<file path="src/rtl/mac_row_pkg.sv">
`default_nettype none
// ============================================================================
// Module : mac_row_pkg
// Brief  : Shared types and constants for the systolic MAC row sequencer.
//          Provides the sequencer state encoding, the default drain length
//          and a helper that derives the drain length from the row geometry.
// Rev    : 1.0  initial release
// ============================================================================
package mac_row_pkg;

    // Sequencer states, 3-bit encoding.
    typedef enum logic [2:0] {
        ST_IDLE   = 3'd0,
        ST_LOAD   = 3'd1,
        ST_STREAM = 3'd2,
        ST_DRAIN  = 3'd3,
        ST_DONE   = 3'd4
    } state_t;

    // Default row geometry and the matching drain length.
    localparam int DEF_COLUMN  = 6;
    localparam int DEF_MAC_LAT = 1;
    localparam int DRAIN_CYC   = DEF_COLUMN - 1 + DEF_MAC_LAT;

    // The final activation needs COLUMN-1 clocks to ripple to the last
    // column plus MAC_LAT clocks to appear on that column's co.
    function automatic int drain_cycles(input int column, input int mac_lat);
        return column - 1 + mac_lat;
    endfunction

endpackage
`default_nettype wire

</file>
<file path="src/rtl/mac_row_vld_pipe.sv">
`default_nettype none
// ============================================================================
// Module : mac_row_vld_pipe
// Brief  : Valid shift chain that follows the activation as it ripples along
//          the MAC row. Every tap is exposed so the top can pick the slot
//          matching each column's result timing.
// Ports  : clk    in  clock
//          rst_n  in  asynchronous active-low reset, clears the whole chain
//          vld_in in  valid for the activation presented this cycle
//          taps   out taps[k] = vld_in delayed k+1 clocks
// Rev    : 1.0  initial release
// ============================================================================
module mac_row_vld_pipe #(
    parameter int DEPTH = 6
) (
    input  logic             clk,
    input  logic             rst_n,
    input  logic             vld_in,
    output logic [DEPTH-1:0] taps
);

    logic [DEPTH-1:0] r_v;

    // Chain advances every clock, bubbles included, so a stale valid can
    // never linger once the row has shifted past it.
    always_ff @(posedge clk or negedge rst_n) begin
        if (!rst_n) begin
            r_v <= '0;
        end else begin
            r_v <= {r_v[DEPTH-2:0], vld_in};
        end
    end

    assign taps = r_v;

endmodule
`default_nettype wire

</file>
<file path="src/rtl/mac_row_seq.sv">
`default_nettype none
// ============================================================================
// Module : mac_row_seq
// Brief  : Sequencer for one systolic MAC row. Per job it loads COLUMN
//          weights (one column per handshake), streams LEN activations into
//          the row's xi and raises per-column result-valid strobes aligned
//          with each column's co output.
// Ports  : clk, rst_n          clock / asynchronous active-low reset
//          start, len          job start pulse (IDLE only) and activation count
//          w_data/w_valid/w_ready  weight stream handshake
//          x_data/x_valid/x_ready  activation stream handshake
//          row_xi, row_wi, row_w_en  drive the MAC row
//          col_valid           per-column result valid
//          busy, done          job status
// Rev    : 1.0  initial release
// ============================================================================
module mac_row_seq
    import mac_row_pkg::*;
#(
    parameter int DW      = 8,
    parameter int WW      = 8,
    parameter int COLUMN  = 6,
    parameter int LEN_W   = 16,
    parameter int MAC_LAT = 1
) (
    input  logic                 clk,
    input  logic                 rst_n,
    input  logic                 start,
    input  logic [LEN_W-1:0]     len,
    input  logic [WW-1:0]        w_data,
    input  logic                 w_valid,
    output logic                 w_ready,
    input  logic [DW-1:0]        x_data,
    input  logic                 x_valid,
    output logic                 x_ready,
    output logic [DW-1:0]        row_xi,
    output logic [COLUMN*WW-1:0] row_wi,
    output logic [COLUMN-1:0]    row_w_en,
    output logic [COLUMN-1:0]    col_valid,
    output logic                 busy,
    output logic                 done
);

    localparam int C_DRAIN  = drain_cycles(COLUMN, MAC_LAT);
    localparam int C_WCNT_W = (COLUMN > 1) ? $clog2(COLUMN) : 1;
    localparam int C_DCNT_W = $clog2(C_DRAIN + 1);
    // Only taps 0..COLUMN+MAC_LAT-2 feed a column, so the chain stops there.
    localparam int C_VDEPTH = COLUMN + MAC_LAT - 1;

    state_t               r_state;
    state_t               w_state_nxt;
    logic [C_WCNT_W-1:0]  r_wcnt;
    logic [LEN_W-1:0]     r_rem;
    logic [C_DCNT_W-1:0]  r_dcnt;

    logic                 w_w_acc;
    logic                 w_x_acc;
    logic                 w_wcnt_last;
    logic                 w_dcnt_last;
    logic [COLUMN-1:0]    w_onehot;
    logic [C_VDEPTH-1:0]  w_taps;

    // ------------------------------------------------------------------
    // Handshakes: the two readies are decoded from disjoint states, so
    // they can never be high together.
    // ------------------------------------------------------------------
    assign w_ready     = (r_state == ST_LOAD);
    assign x_ready     = (r_state == ST_STREAM);
    assign w_w_acc     = w_valid & w_ready;
    assign w_x_acc     = x_valid & x_ready;
    assign w_wcnt_last = (r_wcnt == C_WCNT_W'(COLUMN - 1));
    assign w_dcnt_last = (r_dcnt == C_DCNT_W'(C_DRAIN - 1));

    // ------------------------------------------------------------------
    // Row drive. xi is combinational so the macu samples the activation on
    // the same edge that accepts it; a non-accepted cycle injects a zero
    // bubble while the row keeps shifting.
    // ------------------------------------------------------------------
    assign w_onehot = {{(COLUMN-1){1'b0}}, 1'b1} << r_wcnt;
    assign row_w_en = w_w_acc ? w_onehot : '0;
    assign row_wi   = {COLUMN{w_data}};
    assign row_xi   = w_x_acc ? x_data : '0;

    // ------------------------------------------------------------------
    // FSM state register
    // ------------------------------------------------------------------
    always_ff @(posedge clk or negedge rst_n) begin
        if (!rst_n) begin
            r_state <= ST_IDLE;
        end else begin
            r_state <= w_state_nxt;
        end
    end

    // ------------------------------------------------------------------
    // FSM next state and status outputs
    // ------------------------------------------------------------------
    always_comb begin
        w_state_nxt = r_state;
        busy        = 1'b0;
        done        = 1'b0;
        case (r_state)
            ST_IDLE: begin
                if (start) begin
                    w_state_nxt = ST_LOAD;
                end
            end
            ST_LOAD: begin
                busy = 1'b1;
                if (w_w_acc && w_wcnt_last) begin
                    // An empty job skips streaming so rem never underflows.
                    w_state_nxt = (r_rem == '0) ? ST_DRAIN : ST_STREAM;
                end
            end
            ST_STREAM: begin
                busy = 1'b1;
                if (w_x_acc && (r_rem == LEN_W'(1))) begin
                    w_state_nxt = ST_DRAIN;
                end
            end
            ST_DRAIN: begin
                busy = 1'b1;
                if (w_dcnt_last) begin
                    w_state_nxt = ST_DONE;
                end
            end
            ST_DONE: begin
                busy        = 1'b1;
                done        = 1'b1;
                w_state_nxt = ST_IDLE;
            end
            default: begin
                w_state_nxt = ST_IDLE;
            end
        endcase
    end

    // ------------------------------------------------------------------
    // Job counters: weight column index, remaining activations, drain count
    // ------------------------------------------------------------------
    always_ff @(posedge clk or negedge rst_n) begin
        if (!rst_n) begin
            r_wcnt <= '0;
            r_rem  <= '0;
            r_dcnt <= '0;
        end else begin
            case (r_state)
                ST_IDLE: begin
                    if (start) begin
                        r_rem  <= len;
                        r_wcnt <= '0;
                        r_dcnt <= '0;
                    end
                end
                ST_LOAD: begin
                    if (w_w_acc) begin
                        r_wcnt <= w_wcnt_last ? '0 : r_wcnt + C_WCNT_W'(1);
                    end
                end
                ST_STREAM: begin
                    if (w_x_acc) begin
                        r_rem <= r_rem - LEN_W'(1);
                    end
                end
                ST_DRAIN: begin
                    r_dcnt <= w_dcnt_last ? '0 : r_dcnt + C_DCNT_W'(1);
                end
                default: begin
                    r_dcnt <= '0;
                end
            endcase
        end
    end

    // ------------------------------------------------------------------
    // Result-valid alignment: an accept at cycle t reaches column i's co at
    // t+i+MAC_LAT, which is tap i+MAC_LAT-1 of the chain.
    // ------------------------------------------------------------------
    mac_row_vld_pipe #(
        .DEPTH (C_VDEPTH)
    ) u_vld_pipe (
        .clk    (clk),
        .rst_n  (rst_n),
        .vld_in (w_x_acc),
        .taps   (w_taps)
    );

    generate
        for (genvar gi = 0; gi < COLUMN; gi++) begin : g_col_valid
            assign col_valid[gi] = w_taps[gi + MAC_LAT - 1];
        end
    endgenerate

endmodule
`default_nettype wire

</file>
<file path="config.mk">
export PLATFORM = sky130hd
export DESIGN_NAME = mac_row_seq
export DESIGN_NICKNAME = d
export VERILOG_FILES = /design/src/rtl/mac_row_pkg.sv /design/src/rtl/mac_row_vld_pipe.sv /design/src/rtl/mac_row_seq.sv
export SDC_FILE = /design/constraint.sdc
export NUM_CORES = 1
export LEC_CHECK = 0
export ABC_AREA = 1
export CAP_MARGIN = 20
export CORE_UTILIZATION = 45
export DETAILED_ROUTE_END_ITERATION = 10
export GPL_ROUTABILITY_DRIVEN = 0
export PLACE_DENSITY = 0.92
export SLEW_MARGIN = 5
export SYNTH_ARGS = -nofsm -noshare
export SYNTH_HDL_FRONTEND = slang
export SYNTH_HIERARCHICAL = 1
export SYNTH_SLANG_ARGS = --single-unit
</file>
<file path="constraint.sdc">
create_clock -name clk -period 2.2 [get_ports clk]
set_clock_uncertainty 0.15 [all_clocks]
set_input_delay 0.44 -clock clk [delete_from_list [all_inputs] [get_ports clk]]
set_output_delay 0.44 -clock clk [all_outputs]
set_load 0.05 [all_outputs]
</file>
==> results_dict.tcl, run 1 <==
set metrics [dict create \
    clkPwrFrac 0.114 \
    vias 2200 \
    firstDrtPassIters 4 \
    grtUsageTotal 0.228 \
    grt_pass1_vias 2172 \
    drc 0 \
    placementRows 26 \
    synth_most_common_cell "nand2_1" \
    synth-warning-count 6 \
    async_flop_share 1.00 \
    cp_data_required_time_ns 1.61 \
    drv_slew 0 \
    ys_types 33 \
    layout-drive-gt1-share 0.222 \
    critPathLaunchType "flip-flop" \
    drtIter0Drc 171 \
    timing_hold_violations_final 0 \
    final_antenna_net_count 0 \
    finalWirelength_um 5710 \
    cts_sinks 31 \
    internal_power_mw 2.20 \
    crit_fanout 10 \
    tightest_slew_ns 0.501 \
    rsz0062_at_grt "yes" \
    outcome "complete, no violations" \
    grt_antenna_before_repair 0 \
    setup_violations 0 \
    switching_share 0.506 \
    power_density_mw_per_mm2 1410 \
    cts_root_buffer "clkbuf_8" \
    netSwitchingPower_mw 2.26 \
    coreArea_mm2 0.00511 \
    path_clk_slew_ns 0.07 \
    fin_nets 409 \
    slew_headroom 0.665 \
    netlist_area_mm2 0.00240 \
    cts_tree "built" \
    grt_max_degree 24 \
    min_path_type "flip-flop to flip-flop" \
    combPwrFrac 0.635 \
    initial_core_util 0.470 \
    cp.arrival_ns 1.55 \
    io_pins 109 \
    die_h_um 75.0 \
    grt_pass1_wl_um 9630 \
    ys_ff_latch 31 \
    gr-total-overflow 0 \
    yosys.area.top_type "dfrtp_1" \
    dieArea_mm2 0.00563 \
    cts_max_path_buffers 2 \
    synth_area_leaders "dfrtp_1, buf_4, nand2_1" \
    seqPwrFrac 0.251 \
    cts_buffers 5 \
    netlist_instances 350 \
    ys_top_cells_by_count "nand2_1, buf_4, nor2_1" \
    synth_area_per_cell_um2 6.86 \
    crit_type "flip-flop to output port" \
    finalSetupTns_ns 0 \
    area_growth_pct 31.4 \
    die_w_um 75.0 \
    vias_per_cell 5.00 \
    cts_hold_buf 0 \
    portBuffers 52 \
    synth-edff-count 0 \
    synth_top_area_frac 0.323 \
    cap_violations 0 \
    dpl.hpwl_um 3980 \
    fin_crit_ns 2.14 \
    diodes 0 \
    synthesis.nets 390 \
    fin_crit_sh 0.974 \
    synth_ff_type "dfrtp_1" \
    wl_per_cell_um 13.0 \
    ctsHtreeMaxLevel 2 \
    fillers 413 \
    ir_drop_mv 0.833 \
    hold_slack_ns 0.231 \
    end_kind "output port" \
    clk_latency_ns 0.29 \
    power.leakage_nw 1.44 \
    fin_util 0.618 \
    fmax_ghz 0.467 \
    seq_area_frac_synth 0.323 \
]
[layer usage]
| metal | global-route usage | part of all wire | vias up |
|---|---|---|---|
| met3 | 0.0455 | 0.070 | 10 |
| met5 | 0 | 0 | - |
| met4 | 0.111 | 0.019 | 0 |
| met2 | 0.398 | 0.52 | 78 |
| met1 | 0.268 | 0.39 | 1034 |
| li1 | - | - | 1078 |
[cell families after synthesis]
kind of cell	Yosys count	synth area share
flip-flops	31	0.323
buffers and inverters	103	0.251
AO/OA/AOI/OAI	30	0.0798
AND/OR/NAND/NOR	182	0.326
adder cells (fa/ha/maj)	3	0.0156
XOR/XNOR	1	0.00365
[critical path, stage by stage, from the launching register on]
cell	delay [ns]
dfrtp_1	0.39
buf_4	0.15
inv_2	0.08
nand3_4	0.12
inv_6	0.11
nand2_8	0.11
nor2_2	0.15
buf_12	0.15
[area by class of cell]
class / count / area (um2) / share of cell area
repair buffers: 68 / 823 / 0.261
inverters: 47 / 184 / 0.0583
multi-input cells: 216 / 1180 / 0.374
flip-flops and latches: 31 / 777 / 0.246
well taps: 70 / 87.6 / 0.0278
clock buffers: 7 / 96.3 / 0.0305
clock inverters: 1 / 7.51 / 0.00238
[path summary, 6_finish.rpt]
path	cells after the start	startpoint	endpoint	slack (ns)
max in group asynchronous	2	rst_n	r_wcnt[0]$_DFFE_PN0P_	1.09
worst max-delay path	7	r_state[2]$_DFFE_PN0P_	row_xi[5]	0.06
worst max register to register	9	r_state[2]$_DFFE_PN0P_	r_rem[6]$_DFFE_PN0P_	0.30
min in group asynchronous	1	rst_n	u_vld_pipe/taps[1]$_DFF_PN0_	0.32
worst min register to register	0	u_vld_pipe/taps[3]$_DFF_PN0_	u_vld_pipe/taps[4]$_DFF_PN0_	0.23
worst min-delay path	0	u_vld_pipe/taps[3]$_DFF_PN0_	u_vld_pipe/taps[4]$_DFF_PN0_	0.23
[sequential cells by signal, summed over array words and instances, names as in the netlist]
| signal | count |
|---|---|
| r_dcnt | 3 |
| r_rem | 16 |
| r_state | 3 |
| r_wcnt | 3 |
| u_vld_pipe/taps | 6 |
[power by group through the flow]
stage               combinational [mW]  sequential [mW]  clock (mW)
floorplan                         1.98             1.15           0
global route                      3.12             1.15       0.539
detailed placement                2.55             1.11           0
finish                            2.83             1.12       0.510
CTS                               2.68             1.11       0.517
global placement                  2.46             1.10           0
[per-stage QoR]
stage / setup WS, ns / power (mW) / instances / area (um2)
finish: 0.0572 / 4.46 / 440 / 3150
global route: -0.00538 / 4.81 / 440 / 3150
CTS: -0.00168 / 4.30 / 437 / 3060
detailed placement: 0.0153 / 3.66 / 422 / 2890
global placement: 0.0584 / 3.55 / 422 / 2890
floorplan: -0.102 / 3.13 / 350 / 2490
[cells in the final DEF (no fill, tap or decap), types with 2 or more instances in the layout]
cell type / netlist / final
nor2_4: 0 / 7
or2_1: 2 / 2
nor4_4: 0 / 3
clkbuf_8: 0 / 7
nand2_8: 0 / 2
buf_4: 49 / 15
dfrtp_1: 31 / 30
nand3_1: 30 / 30
o21ai_1: 5 / 5
nand2_2: 1 / 3
o21ai_0: 10 / 10
inv_2: 4 / 4
nor2_2: 2 / 5
o21ai_2: 6 / 6
nand4_1: 2 / 2
nor2_1: 48 / 38
o211ai_1: 2 / 2
buf_12: 1 / 18
clkdlybuf4s50_1: 0 / 33
a21oi_1: 4 / 4
clkinv_1: 6 / 6
inv_1: 36 / 35
nor3_4: 0 / 2
nand2_1: 86 / 83
ha_1: 3 / 3
[repair_timing]
action / in CTS / in global routing
gates resized for setup: 6 / 19
cloned: 0 / 0
pin swaps: 2 / 4
buffers inserted: 7 / 3
setup endpoints to repair: 5 / 13
(Power assumes the default switching activity.)
==> run 2, diff against run 1 <==
Settings changed: SKIP_LAST_GASP set to 1.
==> run 2 against run 1 <==
Against the previous run:
- routed wire length is 0.70% higher
- flip-flop and latch count stayed put
- total power is 0.23% higher
- clock power hardly changed
- final cell count stayed put
- hold slack hardly changed
- critical path type unchanged
- critical endpoint unchanged
- largest power group unchanged
- highest routed layer unchanged
==> results_dict.tcl, run 2 (same netlist as run 1, synthesis figures left out) <==
set metrics [dict create \
    outcome "complete, no violations" \
    drv_slew 0 \
    crit_chain "buf_4 > inv_2 > nand3_4 > inv_6 > nand2_8 > nor2_2 > buf_12" \
    finalPower_mw 4.47 \
    finalSetupTns_ns 0 \
    timing_hold_violations_final 0 \
    final_antenna_net_count 0 \
    fin_crit_sh 0.975 \
    portBuffers 52 \
    vias 2219 \
    setup_violations 0 \
    clk_latency_ns 0.29 \
    finalWirelength_um 5750 \
    seqPwrFrac 0.251 \
    power_density_mw_per_mm2 1420 \
    cts_root_buffer "clkbuf_8" \
    coreArea_mm2 0.00511 \
    cp_slowest_cell "dfrtp_1" \
    cts_hold_buf 0 \
    crit_fanout 10 \
    netSwitchingPower_mw 2.27 \
    rr_worst_depth 9 \
    regMostFlops "r_rem" \
    gr-total-overflow 0 \
    dp_cells 422 \
    combPwrFrac 0.635 \
    largest_reg_flops 16 \
    die_h_um 75.0 \
    drtIter0Drc 191 \
    end_kind "output port" \
    critPathTopFamily "buffers and inverters" \
    path_clk_slew_ns 0.07 \
    firstDrtPassIters 6 \
    fin_nets 409 \
    die_w_um 75.0 \
    cpPeakStageDelay_ns 0.39 \
    drc 0 \
    power.leakage_nw 1.44 \
    grtUsageTotal 0.228 \
    tightest_slew_ns 0.501 \
    cts_buffers 5 \
    io_pins 109 \
    diodes 0 \
    slew_headroom 0.665 \
    crit_type "flip-flop to output port" \
    crit_cells 7 \
    grt_antenna_before_repair 0 \
    rsz0062_at_grt "yes" \
    wl_per_cell_um 13.1 \
    initial_core_util 0.470 \
    setup_slack_ns 0.0541 \
    worst-path-buf-inv 4 \
    clkPwrFrac 0.114 \
    grt_pass1_vias 2172 \
    grt_pass1_wl_um 9630 \
    ir_drop_mv 0.835 \
    ctsHtreeMaxLevel 2 \
    cts_tree "built" \
    fin_cells 440 \
    cts_sinks 31 \
    cp_data_required_time_ns 1.61 \
    switching_share 0.507 \
    cap_violations 0 \
    post-place-ws_ns 0.0153 \
    hold_path_depth 0 \
    fmax_ghz 0.466 \
    min_path_type "flip-flop to flip-flop" \
    cts_max_path_buffers 2 \
    area_growth_pct 31.4 \
    placementRows 26 \
    layout_common_cells "nand2_1, nor2_1, inv_1, clkdlybuf4s50_1" \
    grt_max_degree 24 \
    internal_power_mw 2.20 \
    dpl.hpwl_um 3980 \
    vias_per_cell 5.04 \
    cp.arrival_ns 1.56 \
    critPathLaunchType "flip-flop" \
    hold_slack_ns 0.231 \
    fin_crit_ns 2.15 \
    layout-drive-gt1-share 0.222 \
    dieArea_mm2 0.00563 \
    layout_commonest_cell "nand2_1" \
]
-- run 2: cell counts in the layout (fill, tap and decap cells not counted) --
No cell type changed its count.
-- run 2: timing repair --
item | 4_1_cts | 5_1_grt
gates resized for setup | 5 | 20
setup buffers | 7 | 3
endpoints found under the setup margin | 5 | 13
pin swaps | 2 | 4
-- run 2: power groups by stage --
stage          clock [mW]  sequential (mW)  combinational (mW)
2_1_floorplan           0             1.15                1.98
3_3_place_gp            0             1.10                2.46
6_report            0.510             1.12                2.84
5_1_grt             0.539             1.15                3.12
4_1_cts             0.517             1.11                2.68
3_5_place_dp            0             1.11                2.55
-- run 2: path summary, 6_finish.rpt --
path	startpoint	to	slack [ns]
max in group asynchronous	rst_n	r_wcnt[0]$_DFFE_PN0P_	1.09
worst max-delay path	r_state[2]$_DFFE_PN0P_	row_xi[5]	0.05
worst min register to register	u_vld_pipe/taps[3]$_DFF_PN0_	u_vld_pipe/taps[4]$_DFF_PN0_	0.23
min in group asynchronous	rst_n	u_vld_pipe/taps[1]$_DFF_PN0_	0.31
worst min-delay path	u_vld_pipe/taps[3]$_DFF_PN0_	u_vld_pipe/taps[4]$_DFF_PN0_	0.23
worst max register to register	r_state[2]$_DFFE_PN0P_	r_rem[6]$_DFFE_PN0P_	0.29
-- run 2: per-layer routing --
metal,vias to the layer above,GRT usage,routed length [um]
met2,90,0.398,3010
li1,1078,-,-
met3,10,0.0455,395
met1,1041,0.268,2240
met4,0,0.111,110
met5,-,0,0
-- run 2: per-stage QoR --
step           area (um2)  utilization
6_report             3150        0.618
5_1_grt              3150        0.618
4_1_cts              3050        0.598
3_5_place_dp         2890        0.566
3_3_place_gp         2890        0.566
2_1_floorplan        2490            -
-- run 2: final cells by class --
cell class | count | area, um2
clock buffers | 7 | 96.3
clock inverters | 1 | 7.51
fillers | 412 | 1950
inverters | 47 | 184
multi-input cells | 216 | 1180
flip-flops and latches | 31 | 777
well taps | 70 | 87.6
repair buffers | 68 | 823
